File: src/rtl/rot_pkg.sv
// Shared definitions for the ring-oscillator PUF evaluator: FSM state
// encoding, drain length and the phase timer width.
package rot_pkg;

  typedef enum logic [2:0] {
    ST_IDLE,
    ST_SETTLE,
    ST_COUNT,
    ST_DRAIN,
    ST_DONE
  } state_t;

  // Two cycles are enough to empty the two-flop synchronizer before the
  // counts are compared.
  localparam int DRAIN_CYC = 2;

  // Phase timer must hold WINDOW-1 for WINDOW up to 2^20.
  localparam int TMR_W = 21;

endpackage

File: src/rtl/ro_puf_eval_counter.sv
// ro_edge_counter: synchronizes one ring-oscillator output into the clk
// domain, detects rising edges and counts them with saturation.
module ro_edge_counter #(
  parameter int CNT_W = 16
) (
  input  logic             clk,
  input  logic             rst_n,
  input  logic             ro,
  input  logic             clr,
  input  logic             en,
  output logic [CNT_W-1:0] count
);

  logic ro_p0;
  logic ro_p1;
  logic ro_p2;
  logic rise;

  // Increment that sticks at all-ones instead of wrapping.
  function automatic logic [CNT_W-1:0] sat_inc(input logic [CNT_W-1:0] v);
    return (&v) ? v : v + 1'b1;
  endfunction

  // Two-flop synchronizer (p0, p1) plus one history flop (p2) for the edge detector.
  always_ff @(posedge clk) begin
    if (!rst_n) begin
      ro_p0 <= 1'b0;
      ro_p1 <= 1'b0;
      ro_p2 <= 1'b0;
    end else begin
      ro_p0 <= ro;
      ro_p1 <= ro_p0;
      ro_p2 <= ro_p1;
    end
  end

  assign rise = ro_p1 & ~ro_p2;

  // Edge counter: cleared on evaluation start, counts only while enabled.
  always_ff @(posedge clk) begin
    if (!rst_n) begin
      count <= '0;
    end else if (clr) begin
      count <= '0;
    end else if (en && rise) begin
      count <= sat_inc(count);
    end
  end

endmodule

File: src/rtl/ro_puf_eval.sv
// ro_puf_eval: runs one ring-oscillator PUF evaluation per start request.
// Both oscillators are enabled, allowed to settle, their rising edges are
// counted over a fixed window, the synchronizers are drained, and the
// response bit is count_a > count_b.
// Optional feature: define RO_PUF_MARGIN_EN to add the 'unreliable' output,
// flagging results whose counts differ by less than MARGIN.
module ro_puf_eval
  import rot_pkg::*;
#(
  parameter int CNT_W  = 16,
  parameter int WINDOW = 1024,
  parameter int SETTLE = 8,
  parameter int MARGIN = 4
) (
  input  logic             clk,
  input  logic             rst_n,
  input  logic             start,
  input  logic             ro_a,
  input  logic             ro_b,
  output logic             ro_en,
  output logic             busy,
  output logic             done,
  output logic             response,
  output logic [CNT_W-1:0] count_a,
  output logic [CNT_W-1:0] count_b
`ifdef RO_PUF_MARGIN_EN
  ,
  output logic             unreliable
`endif
);

  localparam logic [TMR_W-1:0] SETTLE_LD = TMR_W'(SETTLE - 1);
  localparam logic [TMR_W-1:0] WINDOW_LD = TMR_W'(WINDOW - 1);
  localparam logic [TMR_W-1:0] DRAIN_LD  = TMR_W'(DRAIN_CYC - 1);

  // Reject parameter values outside the supported ranges at elaboration.
  if (SETTLE < 1 || SETTLE > 255 || WINDOW < 1 || WINDOW > 2**20 ||
      MARGIN < 0 || CNT_W < 1 || CNT_W > 31) begin : g_param_check
    $error("ro_puf_eval: parameter out of range");
  end

  state_t           state;
  state_t           state_nxt;
  logic [TMR_W-1:0] tmr;
  logic [TMR_W-1:0] tmr_nxt;
  logic             clr;
  logic             cnt_en;
  logic             latch;

  // State register and phase timer.
  always_ff @(posedge clk) begin
    if (!rst_n) begin
      state <= ST_IDLE;
      tmr   <= '0;
    end else begin
      state <= state_nxt;
      tmr   <= tmr_nxt;
    end
  end

  // Next-state logic: each timed phase loads its length minus one on entry
  // and leaves when the timer reaches zero.
  always_comb begin
    state_nxt = state;
    tmr_nxt   = tmr;
    clr       = 1'b0;
    cnt_en    = 1'b0;
    latch     = 1'b0;
    case (state)
      ST_IDLE: begin
        if (start) begin
          state_nxt = ST_SETTLE;
          tmr_nxt   = SETTLE_LD;
          clr       = 1'b1;
        end
      end
      ST_SETTLE: begin
        if (tmr == '0) begin
          state_nxt = ST_COUNT;
          tmr_nxt   = WINDOW_LD;
        end else begin
          tmr_nxt = tmr - 1'b1;
        end
      end
      ST_COUNT: begin
        cnt_en = 1'b1;
        if (tmr == '0) begin
          state_nxt = ST_DRAIN;
          tmr_nxt   = DRAIN_LD;
        end else begin
          tmr_nxt = tmr - 1'b1;
        end
      end
      ST_DRAIN: begin
        if (tmr == '0) begin
          state_nxt = ST_DONE;
          latch     = 1'b1;
        end else begin
          tmr_nxt = tmr - 1'b1;
        end
      end
      ST_DONE: begin
        state_nxt = ST_IDLE;
      end
      default: begin
        state_nxt = ST_IDLE;
      end
    endcase
  end

  assign busy  = (state == ST_SETTLE) || (state == ST_COUNT) || (state == ST_DRAIN);
  assign ro_en = busy;
  assign done  = (state == ST_DONE);

  ro_edge_counter #(.CNT_W(CNT_W)) u_cnt_a (
    .clk   (clk),
    .rst_n (rst_n),
    .ro    (ro_a),
    .clr   (clr),
    .en    (cnt_en),
    .count (count_a)
  );

  ro_edge_counter #(.CNT_W(CNT_W)) u_cnt_b (
    .clk   (clk),
    .rst_n (rst_n),
    .ro    (ro_b),
    .clr   (clr),
    .en    (cnt_en),
    .count (count_b)
  );

  // Response is captured as DONE is entered and held until the next result.
  always_ff @(posedge clk) begin
    if (!rst_n) begin
      response <= 1'b0;
    end else if (latch) begin
      response <= (count_a > count_b);
    end
  end

`ifdef RO_PUF_MARGIN_EN
  localparam logic [CNT_W:0] MARGIN_V = (CNT_W + 1)'(MARGIN);

  logic [CNT_W-1:0] diff;

  assign diff = (count_a > count_b) ? (count_a - count_b) : (count_b - count_a);

  // Reliability flag captured alongside the response.
  always_ff @(posedge clk) begin
    if (!rst_n) begin
      unreliable <= 1'b0;
    end else if (latch) begin
      unreliable <= ({1'b0, diff} < MARGIN_V);
    end
  end
`endif

endmodule

File: config.mk
export PLATFORM = sky130hd
export DESIGN_NAME = ro_puf_eval
export DESIGN_NICKNAME = d
export VERILOG_FILES = /design/src/rtl/rot_pkg.sv /design/src/rtl/ro_puf_eval_counter.sv /design/src/rtl/ro_puf_eval.sv
export SDC_FILE = /design/constraint.sdc
export NUM_CORES = 1
export LEC_CHECK = 0
export BUFFER_PORTS_ARGS = -buffer_cell sky130_fd_sc_hd__buf_2
export CAP_MARGIN = 20
export CORE_ASPECT_RATIO = 1.25
export CORE_UTILIZATION = 58
export CTS_CLUSTER_SIZE = 10
export DETAILED_ROUTE_END_ITERATION = 10
export GPL_TIMING_DRIVEN = 0
export PLACE_DENSITY = 0.9
export RECOVER_POWER = 25
export SETUP_SLACK_MARGIN = 0.02
export SLEW_MARGIN = 20
export SYNTH_ARGS = -nofsm -noshare
export SYNTH_HDL_FRONTEND = slang
export SYNTH_SLANG_ARGS = --single-unit
File: constraint.sdc
create_clock -name clk -period 3.25 [get_ports clk]
set_clock_uncertainty 0.2 [all_clocks]
set_input_delay 0.4875 -clock clk [delete_from_list [all_inputs] [get_ports clk]]
set_output_delay 0.4875 -clock clk [all_outputs]
set_load 0.005 [all_outputs]
==> Word level (Yosys, flattened, before mapping) <==
Index checks and enable logic that the tools add are counted.
{ "word_totals": {"ff_bits": 63} }
{ "op_classes": {"n_lt_le_gt_ge": 1, "addsub": 3, "mux": 15, "n_eq_ne": 9, "bitwise": 7, "n_reduce_logical": 14} }
{ "op_table": {"columns": ["operator", "n"], "rows": [
  ["$mux 21", 4],
  ["$pmux 21 s4", 1],
  ["$add 16x1->16 const B", 2],
  ["$reduce_and 16->1", 2],
  ["$logic_not 21->1", 1],
  ["$sub 21x1->21 const B", 1],
  ["$gt 16x16->1", 1],
  ["$mux 3", 4],
  ["$pmux 3 s4", 1],
  ["$ne 2x2->1 const B", 5],
  ["$eq 3x2->1 const B", 2],
  ["$mux 1", 5],
  ["$not 1->1", 5],
  ["$reduce_and 2->1", 2],
  ["$reduce_and 4->1", 1],
  ["$reduce_bool 4->1", 1],
  ["$eq 3x1->1 const B", 1],
  ["$eq 3x3->1 const B", 1],
  ["$logic_not 3->1", 1],
  ["$reduce_and 3->1", 1],
  ["$and 1x1->1", 2],
  ["$logic_and 1x1->1", 2],
  ["$logic_or 1x1->1", 2],
  ["$reduce_or 2->1", 1]
]} }

==> Depth between registers and ports, before layout <==
{ "depth": {"word_depth": 4, "ltp_mapped": 7, "ltp_nobuf": 7} }

==> Cells and area by module <==
A second synthesis with hierarchy kept.
{ "unflattened": {"cells_unflattened": 467, "hier_area_um2": 3834.9} }
{ "modules_own_cells": {"columns": ["module", "area_per_inst_um2", "seq_area_each_um2", "n_inst", "cells_each"], "rows": [
  ["ro_puf_eval", 1963.1, 500.5, 1, 255],
  ["ro_edge_counter", 935.9, 380.4, 2, 106]
]} }

==> Least setup slack after synthesis <==
Ideal clock, no wire load.
{ "synth_timing": {"path_type": "register to register", "from": "register tmr[8]", "to": "register tmr[13]", "arrival_ns": 2.348, "setup_time_ns": 0.127, "setup_slack_ns": 0.575, "stages_incl_launch_ff": 7, "cell_sequence": "dfxtp_1 -> or4_4 -> or4_1 -> buf_2 -> or4_4 -> o221ai_4 -> nor2_1"} }
{ "synth_via": {"elab_chain_len": 3, "elab_cells_between_ends": 8, "cone_classes": "add/sub: 1; eq/ne: 1; mux: 4; reduce/logical: 2"} }
{ "synth_lines": {"columns": ["element", "line", "source"], "rows": [
  ["from (decl)", "ro_puf_eval.sv:44", "logic [TMR_W-1:0] tmr;"],
  ["from (signal assigned)", "ro_puf_eval.sv:57", "tmr <= tmr_nxt;"],
  ["$sub 21x1->21 / $logic_not 21->1 (equally long branches)", null, null],
  ["$mux 21, or another cell as far along", "ro_puf_eval.sv:95", "if (tmr == '0) begin"],
  ["$pmux 21 s4 / $reduce_and 3->1 (equally long branches)", null, null]
]} }
Parallel ways exist; a longest one is shown, timed or not. The select of a mux whose other input is x is not followed.
A chain may end at the register's enable or synchronous reset.

==> Final worst setup path <==
{ "layout_timing": {"from": "register tmr[4]", "to": "register tmr[17]"} }
Same word-level chain as after synthesis.

==> impl_metrics.toml <==
[power]
power_density_nw_per_um2 = 733
p_sw_mw = 1.28
intPower_mw = 1.65
p_leak_nw = 1.52
swShare_pct = 43.7
max-vdd-ir-drop_mv = 0.856
comb_power_share_pct = 44.5
p_clk_share_pct = 21.8
power_frac_seq_pct = 33.7

[critical_path]
worstPathMaxFanout = 9
path_class = "flop to flop"
critical-path-max-stage-delay_ps = 710
cp.required_ps = 3330
ff2ff_path_depth = 5
worstPathArrival_ps = 3090
end_kind = "flop"
crit_chain = "nor4_1 > nand2_1 > a2111oi_0 > or3b_2 > a21oi_1"
cp-start-kind = "flop"
slowest_stage = "a2111oi_0"

[logic_synthesis]
avgSynthCellArea_um2 = 8.22
ys_ff_latch = 63
synth_area_um2 = 3540
syn_inst = 430
synth_nets = 454
synthArstFlopShare_pct = 0
synth.distinct_cells = 53
ys_warn_count = 0
synth_edf_count = 0
ys.flop_type = "dfxtp_1"
ys_seq_area_share_pct = 35.7

[route]
route.detailed.drc = 0
viasPerCell = 6.41
drt_iter0_markers = 344
wl_um = 9140
vias = 3530
drt-pass1-iter-count = 5
ant_nets = 0
wire_per_inst_um = 16.6

[timing]
slew_violations = 0
rsz0062_at_grt = "no"
worstMarginPinSlew_ps = 860
max_freq_mhz = 332
max-slew-margin-rel_pct = 42.1
period_share_pct = 92.5
final_hold_viol_count = 0
setup_viol = 0
tns_ps = 0
hold_slack_ps = 141
fin_crit_ps = 3010

[run_status]
outcome = "finished, final reports clean"

[cts]
cts.sinks = 63
htreeDepth = 3
cts_buffers = 9
hold_buffers = 0
cts-root-buf = "clkbuf_8"
clkLatencyLatePin_ps = 350
cts_buffer_depth = 2
clkTransAtPathRegs_ps = 80
cts_tree = "built"

[global_routing]
grt_max_degree = 13
grt_antenna_before_repair = 0
grt_remaining_overflow = 0
grt_pass1_vias = 3301
grt.total_usage_pct = 30.6
grt_first_pass_wirelength_um = 15400

[worst_hold_path]
hold_depth = 2
hold_class = "primary input to flop"

[cells_and_area]
num-nets-final = 504
area_growth_pct = 13.0
fillers = 487
drive_gt1_share_pct = 13.6
n_antenna_cell = 0
instances_no_fill = 551

[floorplanning]
io_pins = 41
fp.dieW_um = 71.8
fp-row-count = 31
core_um2 = 5820
die-height_um = 89.3
die_area_um2 = 6410
start_util_pct = 60.8

[placement]
place.detailed.hpwl_um = 6360
numPortBuffers = 39
dp_cells = 535
gp_congestion = 0.944

[run]
drv_cap = 0
-- path summary, 6_finish.rpt --
kind | from | end | slack [ps]
setup reg to reg | tmr[4]$_SDFFE_PN0P_ | tmr[17]$_SDFFE_PN0P_ | 240
hold reg to reg | u_cnt_a.ro_p0$_SDFF_PN0_ | u_cnt_a.ro_p1$_SDFF_PN0_ | 240
setup / recovery | tmr[4]$_SDFFE_PN0P_ | tmr[17]$_SDFFE_PN0P_ | 240
hold / removal | ro_b | u_cnt_b.ro_p0$_SDFF_PN0_ | 140
-- critical path, delay by kind of cell, from the launching register on --
| kind | cells | cell delay [ps] |
|---|---|---|
| flops | 1 | 350 |
| simple gates | 3 | 1530 |
| compound gates | 2 | 850 |
-- power groups by stage --
stage / logic, mW / registers (mW) / clock network [mW]
3_5_place_dp: 1.26 / 0.995 / 0
4_1_cts: 1.27 / 0.979 / 0.633
3_3_place_gp: 1.22 / 0.989 / 0
6_report: 1.30 / 0.987 / 0.637
5_1_grt: 1.44 / 1.00 / 0.683
2_1_floorplan: 0.988 / 0.969 / 0
-- per-stage QoR --
step	util [%]	instance area (µm²)	power (mW)	setup WS (ps)
floorplan	-	3540	1.96	575
finish	68.6	3990	2.93	242
global route	68.6	3990	3.13	79.2
CTS	68.7	4000	2.89	36.3
global placement	65.5	3810	2.21	148
detailed placement	65.5	3810	2.26	76.4
-- state kept, by name (all words and copies together) (netlist names) --
signal         cells
response           1
state              3
tmr               21
u_cnt_a.count     16
u_cnt_a.ro_p0      1
u_cnt_a.ro_p1      1
u_cnt_a.ro_p2      1
u_cnt_b.count     16
u_cnt_b.ro_p0      1
u_cnt_b.ro_p1      1
u_cnt_b.ro_p2      1
-- synthesized netlist by cell type, types with 3 or more instances --
cell	instances	area (µm²)
dfxtp_1	63	1260
nor2_1	43	161
nand2_1	35	131
a21oi_1	29	145
inv_1	22	82.6
xnor2_1	22	193
o21ai_0	21	105
ha_1	19	238
nand3_1	18	90.1
and2_1	13	81.3
nor4_1	12	75.1
nor3_1	11	55.1
clkbuf_1	10	37.5
or3_1	10	62.6
a211oi_1	8	60.1
nand4_1	8	50.1
or4_1	8	60.1
a2111oi_0	7	61.3
and3_1	6	37.5
mux2i_1	6	60.1
o31ai_1	6	45.0
a31o_2	5	43.8
a32o_1	4	40.0
nor3b_1	3	22.5
or3b_2	3	26.3
-- timing repair --
action                                 CTS  global route
endpoints found under the hold margin    0             0
resized for setup                        0             1
setup endpoints to repair                0             1
buffers inserted                         0             0
-- cells in the final DEF, fill, tap and decap left out, types with 4 or more instances in the layout --
cell type / count
a2111oi_0: 7
a32o_1: 4
or4_1: 8
buf_2: 33
nor2_1: 43
mux2i_1: 6
a31o_2: 5
inv_1: 22
nand3_1: 18
o21ai_0: 21
and2_1: 10
xnor2_1: 22
a211oi_1: 8
ha_1: 19
nor3_1: 11
nand2_1: 35
nor4_1: 11
clkbuf_8: 10
o31ai_1: 6
or3_1: 10
nand4_1: 8
and3_1: 6
dfxtp_1: 63
a21oi_1: 29
clkbuf_1: 17
-- cells by family (layout without fill, tap and decap cells) --
group,after synthesis,count (layout),share of synthesized area (%)
AO/OA/AOI/OAI,98,98,18.9
XOR/XNOR,23,23,5.70
adder cells (fa/ha/maj),19,19,6.72
buffers and inverters,38,93,4.18
flip-flops,63,63,35.7
multiplexers,7,7,2.02
AND/OR/NAND/NOR,182,182,26.8
-- per-layer routing --
| layer | vias up | GRT usage (%) | part of all wire, % |
|---|---|---|---|
| met5 | - | 0 | 0 |
| met4 | 0 | 15.3 | 3.9 |
| met3 | 33 | 6.65 | 6.1 |
| met2 | 165 | 54.5 | 50 |
| met1 | 1642 | 34.7 | 40 |
| li1 | 1690 | - | - |
-- cell type report --
| class | count | area, µm² | area share (%) |
|---|---|---|---|
| clock inverter | 6 | 45.0 | 1.13 |
| clock buffer | 10 | 138 | 3.45 |
| inverter | 24 | 90.1 | 2.26 |
| timing repair buffer | 39 | 186 | 4.67 |
| multi-input combinational | 329 | 2130 | 53.4 |
| tap | 66 | 82.6 | 2.07 |
| sequential | 63 | 1260 | 31.6 |
| buffer | 14 | 57.6 | 1.44 |
Power figures use the tool's default switching activity.
